[src/rtl/dram_req_arbiter_if.sv]
`default_nettype none
// ============================================================================
//  Module   : dram_req_arbiter_if
//  Brief    : Requester-side channel of the DRAM request arbiter. A requester
//             holds valid/payload until done; the arbiter returns a one-cycle
//             done pulse with registered read data and an error flag.
//  Revision : 1.0  initial release
// ============================================================================
interface dram_req_arbiter_if #(
    parameter int ADDR_W = 27,
    parameter int DATA_W = 32
);
    logic              valid;
    logic              rw;
    logic [ADDR_W-1:0] addr;
    logic [DATA_W-1:0] wdata;
    logic              done;
    logic [DATA_W-1:0] rdata;
    logic              err;

    // Requester (core pipeline) side
    modport master (
        output valid, rw, addr, wdata,
        input  done, rdata, err
    );

    // Arbiter side
    modport slave (
        input  valid, rw, addr, wdata,
        output done, rdata, err
    );
endinterface
`default_nettype wire

[src/rtl/dram_req_arbiter.sv]
`default_nettype none
// ============================================================================
//  Module   : dram_req_arbiter
//  Brief    : Two-port arbiter in front of the single DRAM request/response
//             port. One transaction outstanding at a time, round-robin or
//             fixed-priority grant, registered request capture and a response
//             timeout that completes the requester with an error flag.
//  Revision : 1.0  initial release
// ============================================================================
module dram_req_arbiter #(
    parameter int ADDR_W         = 27,
    parameter int DATA_W         = 32,
    parameter int FIXED_PRIO     = 0,
    parameter int TIMEOUT_CYCLES = 1023
) (
    input  wire logic              clk,
    input  wire logic              rstn,
    dram_req_arbiter_if.slave      m0,
    dram_req_arbiter_if.slave      m1,
    output logic [ADDR_W-1:0]      dram_req_addr,
    output logic [DATA_W-1:0]      dram_req_data,
    output logic                   dram_req_rw,
    output logic                   dram_req_valid,
    input  wire logic [DATA_W-1:0] dram_res_data,
    input  wire logic              dram_res_ready,
    output logic                   busy
);

    // Counter wide enough to hold TIMEOUT_CYCLES-1 (at least one bit)
    localparam int CNT_W = (TIMEOUT_CYCLES > 1) ? $clog2(TIMEOUT_CYCLES + 1) : 1;
    localparam logic [CNT_W-1:0] CNT_LAST = CNT_W'(TIMEOUT_CYCLES - 1);

    typedef enum logic [1:0] {
        ST_IDLE  = 2'd0,
        ST_ISSUE = 2'd1,
        ST_WAIT  = 2'd2,
        ST_DONE  = 2'd3
    } state_t;

    state_t            state;
    state_t            next_state;

    logic              last_grant;
    logic              grant;
    logic              arb_sel;
    logic              any_valid;
    logic              timeout_hit;
    logic [CNT_W-1:0]  cnt;

    logic [ADDR_W-1:0] lat_addr;
    logic [DATA_W-1:0] lat_data;
    logic              lat_rw;

    logic [DATA_W-1:0] rdata0;
    logic [DATA_W-1:0] rdata1;
    logic              err0;
    logic              err1;

    assign any_valid   = m0.valid | m1.valid;
    assign timeout_hit = (cnt == CNT_LAST);

    // Arbitration: a tie goes to port 0 in fixed mode, else to the port not granted last
    always_comb begin
        arb_sel = 1'b0;
        if (m0.valid && m1.valid) begin
            arb_sel = (FIXED_PRIO != 0) ? 1'b0 : ~last_grant;
        end else begin
            arb_sel = m1.valid;
        end
    end

    // State register
    always_ff @(posedge clk or negedge rstn) begin
        if (!rstn) begin
            state <= ST_IDLE;
        end else begin
            state <= next_state;
        end
    end

    // Next-state logic; ready takes precedence over timeout in WAIT
    always_comb begin
        next_state = state;
        case (state)
            ST_IDLE:  if (any_valid) next_state = ST_ISSUE;
            ST_ISSUE: next_state = ST_WAIT;
            ST_WAIT:  if (dram_res_ready || timeout_hit) next_state = ST_DONE;
            ST_DONE:  next_state = ST_IDLE;
            default:  next_state = ST_IDLE;
        endcase
    end

    // Request latch, timeout counter and per-port result registers
    always_ff @(posedge clk or negedge rstn) begin
        if (!rstn) begin
            last_grant <= 1'b1;
            grant      <= 1'b0;
            lat_addr   <= '0;
            lat_data   <= '0;
            lat_rw     <= 1'b0;
            cnt        <= '0;
            rdata0     <= '0;
            rdata1     <= '0;
            err0       <= 1'b0;
            err1       <= 1'b0;
        end else begin
            case (state)
                ST_IDLE: begin
                    if (any_valid) begin
                        grant      <= arb_sel;
                        last_grant <= arb_sel;
                        lat_addr   <= arb_sel ? m1.addr  : m0.addr;
                        lat_data   <= arb_sel ? m1.wdata : m0.wdata;
                        lat_rw     <= arb_sel ? m1.rw    : m0.rw;
                    end
                end
                ST_ISSUE: begin
                    cnt <= '0;
                end
                ST_WAIT: begin
                    if (dram_res_ready) begin
                        // Writes complete with zero data
                        if (grant) begin
                            rdata1 <= lat_rw ? '0 : dram_res_data;
                            err1   <= 1'b0;
                        end else begin
                            rdata0 <= lat_rw ? '0 : dram_res_data;
                            err0   <= 1'b0;
                        end
                    end else if (timeout_hit) begin
                        if (grant) begin
                            rdata1 <= '0;
                            err1   <= 1'b1;
                        end else begin
                            rdata0 <= '0;
                            err0   <= 1'b1;
                        end
                    end else begin
                        cnt <= cnt + 1'b1;
                    end
                end
                default: ;
            endcase
        end
    end

    assign dram_req_valid = (state == ST_ISSUE);
    assign dram_req_addr  = lat_addr;
    assign dram_req_data  = lat_data;
    assign dram_req_rw    = lat_rw;
    assign busy           = (state != ST_IDLE);

    assign m0.done  = (state == ST_DONE) && !grant;
    assign m1.done  = (state == ST_DONE) &&  grant;
    assign m0.rdata = rdata0;
    assign m1.rdata = rdata1;
    assign m0.err   = err0;
    assign m1.err   = err1;

endmodule
`default_nettype wire

[src/flat_wrapper.sv]
// flat-port wrapper written by rule: the top's interface ports become plain ports
module dram_req_arbiter_flat 
#(
    parameter int ADDR_W         = 27,
    parameter int DATA_W         = 32,
    parameter int FIXED_PRIO     = 0,
    parameter int TIMEOUT_CYCLES = 1023
)
  (clk, rstn, dram_req_addr, dram_req_data, dram_req_rw, dram_req_valid, dram_res_data, dram_res_ready, busy, m0_valid, m0_rw, m0_addr, m0_wdata, m0_done, m0_rdata, m0_err, m1_valid, m1_rw, m1_addr, m1_wdata, m1_done, m1_rdata, m1_err);
  dram_req_arbiter_if #(.ADDR_W(ADDR_W), .DATA_W(DATA_W)) m0_i ();
  dram_req_arbiter_if #(.ADDR_W(ADDR_W), .DATA_W(DATA_W)) m1_i ();
  input  wire logic clk;
  input  wire logic rstn;
  output logic [ADDR_W-1:0] dram_req_addr;
  output logic [DATA_W-1:0] dram_req_data;
  output logic dram_req_rw;
  output logic dram_req_valid;
  input  wire logic [DATA_W-1:0] dram_res_data;
  input  wire logic dram_res_ready;
  output logic busy;
  input wire logic [$bits(m0_i.valid)-1:0] m0_valid;
  input wire logic [$bits(m0_i.rw)-1:0] m0_rw;
  input wire logic [$bits(m0_i.addr)-1:0] m0_addr;
  input wire logic [$bits(m0_i.wdata)-1:0] m0_wdata;
  output wire logic [$bits(m0_i.done)-1:0] m0_done;
  output wire logic [$bits(m0_i.rdata)-1:0] m0_rdata;
  output wire logic [$bits(m0_i.err)-1:0] m0_err;
  input wire logic [$bits(m1_i.valid)-1:0] m1_valid;
  input wire logic [$bits(m1_i.rw)-1:0] m1_rw;
  input wire logic [$bits(m1_i.addr)-1:0] m1_addr;
  input wire logic [$bits(m1_i.wdata)-1:0] m1_wdata;
  output wire logic [$bits(m1_i.done)-1:0] m1_done;
  output wire logic [$bits(m1_i.rdata)-1:0] m1_rdata;
  output wire logic [$bits(m1_i.err)-1:0] m1_err;
  assign m0_i.valid = m0_valid;
  assign m0_i.rw = m0_rw;
  assign m0_i.addr = m0_addr;
  assign m0_i.wdata = m0_wdata;
  assign m0_done = m0_i.done;
  assign m0_rdata = m0_i.rdata;
  assign m0_err = m0_i.err;
  assign m1_i.valid = m1_valid;
  assign m1_i.rw = m1_rw;
  assign m1_i.addr = m1_addr;
  assign m1_i.wdata = m1_wdata;
  assign m1_done = m1_i.done;
  assign m1_rdata = m1_i.rdata;
  assign m1_err = m1_i.err;
  dram_req_arbiter #(.ADDR_W(ADDR_W), .DATA_W(DATA_W), .FIXED_PRIO(FIXED_PRIO), .TIMEOUT_CYCLES(TIMEOUT_CYCLES)) u_core (.clk(clk), .rstn(rstn), .m0(m0_i), .m1(m1_i), .dram_req_addr(dram_req_addr), .dram_req_data(dram_req_data), .dram_req_rw(dram_req_rw), .dram_req_valid(dram_req_valid), .dram_res_data(dram_res_data), .dram_res_ready(dram_res_ready), .busy(busy));
endmodule
[config.mk]
export PLATFORM = sky130hd
export DESIGN_NAME = dram_req_arbiter_flat
export DESIGN_NICKNAME = d
export VERILOG_FILES = /design/src/rtl/dram_req_arbiter_if.sv /design/src/rtl/dram_req_arbiter.sv /design/src/flat_wrapper.sv
export SDC_FILE = /design/constraint.sdc
export NUM_CORES = 1
export LEC_CHECK = 0
export BUFFER_PORTS_ARGS = -buffer_cell sky130_fd_sc_hd__clkbuf_2
export CELL_PAD_IN_SITES_DETAIL_PLACEMENT = 1
export CELL_PAD_IN_SITES_GLOBAL_PLACEMENT = 2
export CORE_UTILIZATION = 28
export DETAILED_ROUTE_END_ITERATION = 10
export PLACE_DENSITY_LB_ADDON = 0.1
export SLEW_MARGIN = 15
export SYNTH_ARGS = -nofsm -noshare
export SYNTH_HDL_FRONTEND = slang
export SYNTH_SLANG_ARGS = --single-unit
export TNS_END_PERCENT = 50
[constraint.sdc]
create_clock -name clk -period 2.4 [get_ports clk]
set_clock_uncertainty 0.1 [all_clocks]
set_input_delay 0.12 -clock clk [delete_from_list [all_inputs] [get_ports clk]]
set_output_delay 0.12 -clock clk [all_outputs]
set_load 0.01 [all_outputs]
==> impl_metrics.ini, run 1 <==
[cells_and_area]
n_antenna_cell = 0
area_growth_pct = 62.73
final_cell_mix = 285 x clkbuf_2, 153 x dlygate4sd3_1, 139 x dfrtp_1, 70 x nand2_1, 66 x mux2i_1
nets = 1123
final_cells = 1252
final_util = 0.4646
drive_gt1_frac = 0.4126
final_common_cell = clkbuf_2

[place]
place_congestion = 0.7151
port_buffers = 286
place_hpwl_um = 13670
dpl.cell_count = 1067

[critical_path]
end_kind = flip-flop
max_stage_delay_ns = 0.41
path_class = reg -> reg
crit_arrival_ns = 2.34
path_cells = inv_1, ha_1, and4_1, a31oi_2, nor3b_4, buf_12, mux2_2
worstPathMaxFanout = 33
start_kind = flip-flop
worst_path_max_delay_cell = dfrtp_1
r2r-start = u_core.cnt[0]
worstSetupStartpoint = u_core.cnt[0]
worstPathRequired_ns = 2.60

[cts]
cts_buffer_depth = 2
htree_num_levels = 4
clkSinkCount = 140
hold_buffers = 153
cts-root-buf = clkbuf_16
cts_tree = yes
clk_pin_slew_ns = 0.07
cts_setup_buffers = 0
clk_latency_ns = 0.41
cts-resized-gates = 0
cts_buffers = 17

[die]
initial_core_util = 0.2855
die-area_um2 = 22850
die_x_um = 151.2
die_y_um = 151.2
num_rows = 54
ioPinCount = 287
core_um2 = 21820

[detailed_routing]
ant_nets = 0
first_pass_iters = 4
post-route-drc-count = 0
wire_per_inst_um = 15.34
vias = 5553
first_iter_violations = 124
viasPerCell = 4.435
routed_wl_um = 19210

[yosys]
yosysTopAreaCell = dfrtp_1
ys_ff_latch = 140
synth.distinct_cells = 35
synth_area_um2 = 6231
synth_nets = 684
netlist.area_leader.share = 0.5582
avgSynthCellArea_um2 = 11.98
ys_warn_count = 0
synth_area_leaders = dfrtp_1 56%, mux2_2 12%, mux2i_1 11%
synth_seq_area_share = 0.5624
synthCells = 520

[global_routing]
antenna_found_initial = 0
grt_pass1_vias = 6063
overflow = 0
grt_use_total = 0.1732
grt_start_max_net_pins = 53
grt_pass1_wl_um = 30330

[worst_hold_path]
hp-class = in -> reg
hold_start = m1_addr[19]

[sta]
period_minus_slack_ns = 2.143
setup_tns_ns = 0
drv_slew = 0
hold_viol = 0
rsz0062_at_grt = false
max_freq_mhz = 466.5
tightestPinTransition_ns = 0.6665
setup_viol = 0
fin_crit_sh = 0.8931
slew_headroom = 0.5547

[outcome]
status = completed

[power]
ir_drop_mv = 0.3962
power_density_nw_per_um2 = 1027
power.leakage_nw = 5.210
p_total_mw = 10.41

[flow_run]
maxCapViolCount = 0
[layout make-up]
| cell class | count | area (um^2) |
|---|---|---|
| flip-flops and latches | 140 | 3505 |
| clock buffers | 17 | 425.4 |
| clock inverters | 15 | 150.1 |
| repair buffers | 450 | 3102 |
| inverters | 6 | 22.52 |
| fillers | 2414 | 11680 |
| well taps | 280 | 350.3 |
| multi-input cells | 344 | 2585 |
[cells by family after synthesis]
group,share of synthesized area
and+or+nand+nor,0.1040
adders and majority gates,0.01406
AOI/OAI and AO/OA,0.06586
muxes,0.2253
buffers and inverters,0.02831
DFF,0.5625
[cell usage after synthesis]
master and number:
mux2_1 2, a31oi_1 2, nor2b_1 2, inv_1 6
a211o_1 3, nand4_1 1, dfrtp_1 139, o21ai_0 62
nand2b_1 2, ha_1 7, buf_4 3, nor3b_4 1
a221o_1 1, a21boi_0 1, and3_1 5, dfstp_2 1
o31ai_1 1, nor2_2 1, a21oi_1 1, and4_1 2
nor3b_1 2, mux2_2 64, or2_2 1, nand3_1 4
a31oi_2 1, nor3_1 3, buf_2 6, o32a_1 1
clkbuf_1 18, a22o_1 1, nor2_1 3, buf_6 3
and2_1 34, nand2_1 70, mux2i_1 66
[per-stage QoR]
| step | area (um^2) | setup slack (ns) | hold WS (ns) |
|---|---|---|---|
| floorplan | 6231 | 0.4108 | -0.2756 |
| finish | 10140 | 0.2566 | 0.01642 |
| CTS | 10130 | 0.2421 | 0.0002301 |
| global route | 10140 | 0.1545 | 0.03895 |
| detailed placement | 8028 | 0.2512 | -0.01260 |
| global placement | 8028 | 0.3074 | -0.01723 |
[power by group]
| group | switching [mW] | internal, mW | total, mW |
|---|---|---|---|
| combinational | 2.10 | 1.89 | 4.00 |
| sequential | 0.550 | 3.29 | 3.84 |
| clock | 1.11 | 1.47 | 2.57 |
| total | 3.76 | 6.65 | 10.4 |
[registers in the layout, summed over array words and instances, names as in the netlist]
register,count
u_core.cnt,10
u_core.dram_req_addr,27
u_core.dram_req_data,32
u_core.dram_req_rw,1
u_core.grant,1
u_core.last_grant,1
u_core.m0.err,1
u_core.m0.rdata,32
u_core.m1.err,1
u_core.m1.rdata,32
u_core.state,2
[routing by layer]
metal | GRT usage | wire, um | part of all wire
met1 | 0.1950 | 7817 | 0.41
met2 | 0.3071 | 9678 | 0.50
met3 | 0.05392 | 1437 | 0.075
met4 | 0.06050 | 274 | 0.014
met5 | 0 | 0 | 0
[worst paths after layout]
check                                            to  slack, ns  cells past startpoint
min in group asynchronous       u_core.m1.rdata[12]       0.10                      2
setup reg to reg                u_core.m0.rdata[20]       0.26                      7
max in group asynchronous       u_core.m0.rdata[10]       1.19                      3
setup / recovery                u_core.m0.rdata[20]       0.26                      7
hold / removal             u_core.dram_req_addr[19]       0.02                      3
hold reg to reg            u_core.dram_req_addr[14]       0.38                      2
[critical path: cells and delay by family (launching register included)]
family | cells | cell delay (ns)
compound gates | 1 | 0.20
buf+inv | 2 | 0.31
fa+ha+maj | 1 | 0.13
flops | 1 | 0.41
mux | 1 | 0.38
simple gates | 2 | 0.47
(Power assumes the default switching activity.)
==> inputs of run 2 (changes only) <==
ABC_AREA = 1   (was unset)
CORE_UTILIZATION = 26   (was 28)
==> impl_metrics.ini, run 2 <==
[sta]
period_minus_slack_ns = 2.236
rsz0062_at_grt = false
setup_tns_ns = 0
setup_viol = 0
slew_headroom = 0.6376
hold_viol = 0
tightestPinTransition_ns = 0.5437
max_freq_mhz = 447.2
drv_slew = 0
fin_crit_sh = 0.9317

[cts]
cts_buffer_depth = 2
clk_latency_ns = 0.42
cts-root-buf = clkbuf_16
cts_tree = yes
clk_pin_slew_ns = 0.06
htree_num_levels = 4
clkSinkCount = 140
cts_buffers = 17

[critical_path]
worst-path-buf-inv = 5
path_cells = inv_1, ha_1, inv_1, a21oi_4, buf_12, buf_12, nor2_1, a31oi_1, dlygate4sd3_1
crit_arrival_ns = 2.49
max_stage_delay_ns = 0.57
start_kind = flip-flop
path_class = reg -> reg
worstPathMaxFanout = 27
crit_family = buffers and inverters
worst_path_max_delay_cell = dlygate4sd3_1
end_kind = flip-flop
worstPathRequired_ns = 2.65

[outcome]
status = completed

[yosys]
synth-edff-count = 0
synth.distinct_cells = 30
async_flop_share = 1.000
synth_seq_area_share = 0.5279
netlist.area_leader.share = 0.5239
synthCells = 820
synth_area_um2 = 6639
synth_area_leaders = dfrtp_1 52%, nand2_1 17%, nand4_1 6.5%
ys.flop_type = dfrtp_1
avgSynthCellArea_um2 = 8.096
ys_ff_latch = 140
synthTopCellsByCount = 292 x nand2_1, 139 x dfrtp_1, 100 x nor2_1
ys_warn_count = 0
synth_nets = 984
synth_most_common_cell = nand2_1
yosysTopAreaCell = dfrtp_1

[detailed_routing]
first_iter_violations = 320
wire_per_inst_um = 16.06
post-route-drc-count = 0
first_pass_iters = 4
viasPerCell = 4.503
routed_wl_um = 25470
vias = 7141
ant_nets = 0

[die]
ioPinCount = 287
initial_core_util = 0.2644
core_um2 = 25110
die_y_um = 161.8
num_rows = 58
die_x_um = 161.8
die-area_um2 = 26180

[power]
power.leakage_nw = 5.583
p_total_mw = 11.45
power_density_nw_per_um2 = 1081
ir_drop_mv = 0.4462

[cells_and_area]
area_growth_pct = 59.59
drive_gt1_frac = 0.2834
nets = 1407
final_util = 0.4220
final_area_um2 = 10600
regArea_um2 = 3505
final_common_cell = nand2_1
multiInputGateArea_um2 = 2660
n_antenna_cell = 0
fillers = 3141
final_cell_mix = 292 x nand2_1, 285 x clkbuf_2, 154 x dlygate4sd3_1, 139 x dfrtp_1, 100 x nor2_1

[place]
port_buffers = 286
place_congestion = 0.7288
placed_cell_area_um2 = 8447
place_hpwl_um = 16990

[global_routing]
grt_pass1_vias = 7584
grt_use_total = 0.1994
antenna_found_initial = 1
overflow = 0
grt_pass1_wl_um = 40880
grt_start_max_net_pins = 67

[flow_run]
maxCapViolCount = 0

[worst_hold_path]
hp-class = in -> reg
-- run 2: repair_timing --
item | 4_1_cts | 5_1_grt
resized for setup | 0 | 1
hold endpoints to repair | 174 | 0
buffers inserted | 0 | 2
endpoints found under the setup margin | 0 | 28
hold buffers | 154 | 0
-- run 2: cell type report --
class / instances / share of cell area
multi-input combinational: 568 / 0.2511
sequential: 140 / 0.3308
tap: 330 / 0.03897
clock buffer: 17 / 0.04015
timing repair buffer: 463 / 0.3061
clock inverter: 15 / 0.01417
inverter: 53 / 0.01878
-- run 2: power breakdown --
group,switching [mW],leakage [nW],internal [mW]
clock network,1.16,0.276,1.47
registers,0.550,1.74,3.27
logic,2.88,3.57,2.12
-- run 2: worst paths after layout --
path	startpoint	end	slack (ns)	cells past startpoint
max	u_core.state[1]	u_core.dram_req_data[21]	0.16	9
min	m1_valid	u_core.state[1]	0.1	5
max in group asynchronous	rstn	u_core.last_grant	1.28	3
max reg2reg	u_core.state[1]	u_core.dram_req_data[21]	0.16	9
min in group asynchronous	rstn	u_core.cnt[8]	0.12	2
min reg2reg	u_core.m1.rdata[27]	u_core.m1.rdata[27]	0.37	2
-- run 2: metrics by stage --
step / hold WS, ns / setup slack, ns / instances
6_report: 0.09601 / 0.1639 / 1586
2_1_floorplan: -0.2756 / 0.6833 / 820
5_1_grt: 0.1418 / 0.006591 / 1586
3_3_place_gp: 0.03641 / 0.4993 / 1398
3_5_place_dp: 0.02780 / 0.4687 / 1398
4_1_cts: 0.07539 / 0.04977 / 1584
-- run 2: layer usage --
| metal | vias to the layer above | GRT usage | routed length [um] |
|---|---|---|---|
| li1 | 3511 | - | - |
| met1 | 3380 | 0.2424 | 10900 |
| met2 | 214 | 0.3307 | 11980 |
| met3 | 34 | 0.06512 | 2029 |
| met4 | 2 | 0.06775 | 546 |
| met5 | - | 0 | 11 |
-- run 2: logic make-up after synthesis --
logic type,synth area share
XOR/XNOR,0.002639
flip-flops,0.5279
AND/OR/NAND/NOR,0.3185
AO/OA/AOI/OAI,0.06370
buffers and inverters,0.07406
adder cells (fa/ha/maj),0.01319
-- run 2: worst register-to-register path: cells and delay by family (launching register included) --
family / cells / cell delay, ns
simple gates: 1 / 0.06
flops: 1 / 0.42
compound gates: 2 / 0.29
buf+inv: 5 / 1.11
fa+ha+maj: 1 / 0.20
==> inputs of run 3 (changes only) <==
==> constraint.sdc (replaced) <==
create_clock -name clk -period 2.4 [get_ports clk]
set_clock_uncertainty 0.1 [all_clocks]
set_input_delay 0.48 -clock clk [delete_from_list [all_inputs] [get_ports clk]]
set_output_delay 0.48 -clock clk [all_outputs]
set_load 0.01 [all_outputs]
==> impl_metrics.ini, run 3 (synthesis gave the netlist of run 2 again) <==
[die]
core_um2 = 25110
die-area_um2 = 26180
die_y_um = 161.8
num_rows = 58
ioPinCount = 287
initial_core_util = 0.2644
die_x_um = 161.8

[sta]
setup_slack_ns = 0.3717
drv_slew = 0
tightestPinTransition_ns = 0.5308
period_minus_slack_ns = 2.028
fin_crit_sh = 0.8451
hold_viol = 0
max_freq_mhz = 493.0
setup_tns_ns = 0
rsz0062_at_grt = false
setup_viol = 0
slew_headroom = 0.6461

[place]
place_hpwl_um = 16600
placed_cell_area_um2 = 8414
place_congestion = 0.7457
preCtsSetupSlack_ns = 0.4307
port_buffers = 286
dpl.cell_count = 1392

[detailed_routing]
post-route-drc-count = 0
first_iter_violations = 276
routed_wl_um = 23610
first_pass_iters = 4
wire_per_inst_um = 16.57
viasPerCell = 4.474
ant_nets = 0
vias = 6376

[cts]
cts_setup_buffers = 0
cts-resized-gates = 0
cts_buffers = 17
cts_buffer_depth = 2
htree_num_levels = 4
cts_tree = yes
clk_latency_ns = 0.42
clk_pin_slew_ns = 0.07
clkSinkCount = 140
cts-root-buf = clkbuf_16

[critical_path]
r2r-end = u_core.m0.rdata[12]
r2r_cells = 9
path_cells = inv_1, ha_1, inv_1, clkbuf_2
start_kind = flip-flop
r2r-start = u_core.cnt[0]
crit_family = flip-flops
crit_arrival_ns = 1.45
worst_path_max_delay_cell = dfrtp_1
max_stage_delay_ns = 0.40
worstPathMaxFanout = 4
cpMostUsedCell = inv_1
worstPathRequired_ns = 1.82
path_class = reg -> out
end_kind = output port
reg2reg_slack_ns = 0.44
worst-path-buf-inv = 3

[global_routing]
grt_start_max_net_pins = 123
grt_use_total = 0.1857
grt_pass1_wl_um = 37930
grt_pass1_vias = 6732
overflow = 0
antenna_found_initial = 1

[worst_hold_path]
hold_end = u_core.dram_req_data[26]
hp-class = in -> reg
hold_start = m0_wdata[26]
whs_path_depth = 3

[cells_and_area]
final_cells = 1425
drive_gt1_frac = 0.3169
n_antenna_cell = 0
final_area_um2 = 9010
nets = 1246
final_cell_mix = 292 x nand2_1, 285 x clkbuf_2, 139 x dfrtp_1, 100 x nor2_1, 69 x nand4_1
area_growth_pct = 35.71
fillers = 3126
final_common_cell = nand2_1

[outcome]
status = completed

[power]
power.leakage_nw = 4.926
ir_drop_mv = 0.4861
power_density_nw_per_um2 = 1182

[flow_run]
maxCapViolCount = 0
## run 3: cell count changes in the layout (fill, tap and decap cells not counted)
cell and change:
inv_8 -2, inv_6 -7, clkinvlp_4 -1, bufinv_16 +1, clkbuf_8 +1, dlygate4sd3_1 -153, clkbuf_1 +1, buf_4 -7
clkinv_2 +2, clkinv_4 +5, buf_6 -1
## run 3: worst max path at each step
stage	startpoint	end	slack, ns	cells after the start
2_1_floorplan	u_core.state[0]	u_core.dram_req_data[10]	0.68	7
3_3_place_gp	u_core.state[1]	u_core.dram_req_rw	0.48	7
3_5_place_dp	u_core.cnt[0]	u_core.m0.rdata[30]	0.43	9
4_1_cts	u_core.state[0]	busy	0.34	4
5_1_grt	u_core.cnt[0]	u_core.m0.rdata[27]	0.24	9
6_report	u_core.state[0]	busy	0.37	4
## run 3: tightest hold or removal path, stage by stage
cell and delay (ns):
clkbuf_2 0.08, nand2_1 0.05, a31oi_1 0.06
## run 3: area by class of cell
type	instances	area [um^2]	area share
Inverter	53	198.9	0.02208
Tap cell	330	412.9	0.04583
Sequential cell	140	3505	0.3890
Clock buffer	19	442.9	0.04916
Clock inverter	13	142.6	0.01583
Multi-Input combinational cell	568	2660	0.2952
Timing Repair Buffer	302	1648	0.1829
## run 3: metal layers
layer  part of all wire  GRT usage  up-vias
met3              0.089    0.07508       16
met1               0.44     0.2384     2968
met5            0.00047          0        -
met4             0.0099    0.04331        2
met2               0.46     0.2905      199
li1                   -          -     3191
## run 3: metrics by stage
step	total power [mW]	hold WS, ns	util
2_1_floorplan	6.222	0.08441	-
3_3_place_gp	8.117	0.3557	0.3351
5_1_grt	11.50	0.1775	0.3588
4_1_cts	10.88	0.1630	0.3588
3_5_place_dp	8.166	0.3600	0.3351
6_report	10.65	0.1840	0.3588
## run 3: what timing repair did
item / in CTS / in global routing
setup endpoints to repair: 0 / 0
hold buffers: 1 / 0
endpoints found under the hold margin: 45 / 0
## run 3: where the power goes
part | switching [mW] | total [mW] | internal [mW]
logic | 2.69 | 4.17 | 1.48
registers | 0.565 | 3.84 | 3.27
clock network | 1.08 | 2.64 | 1.56
total | 4.33 | 10.7 | 6.32
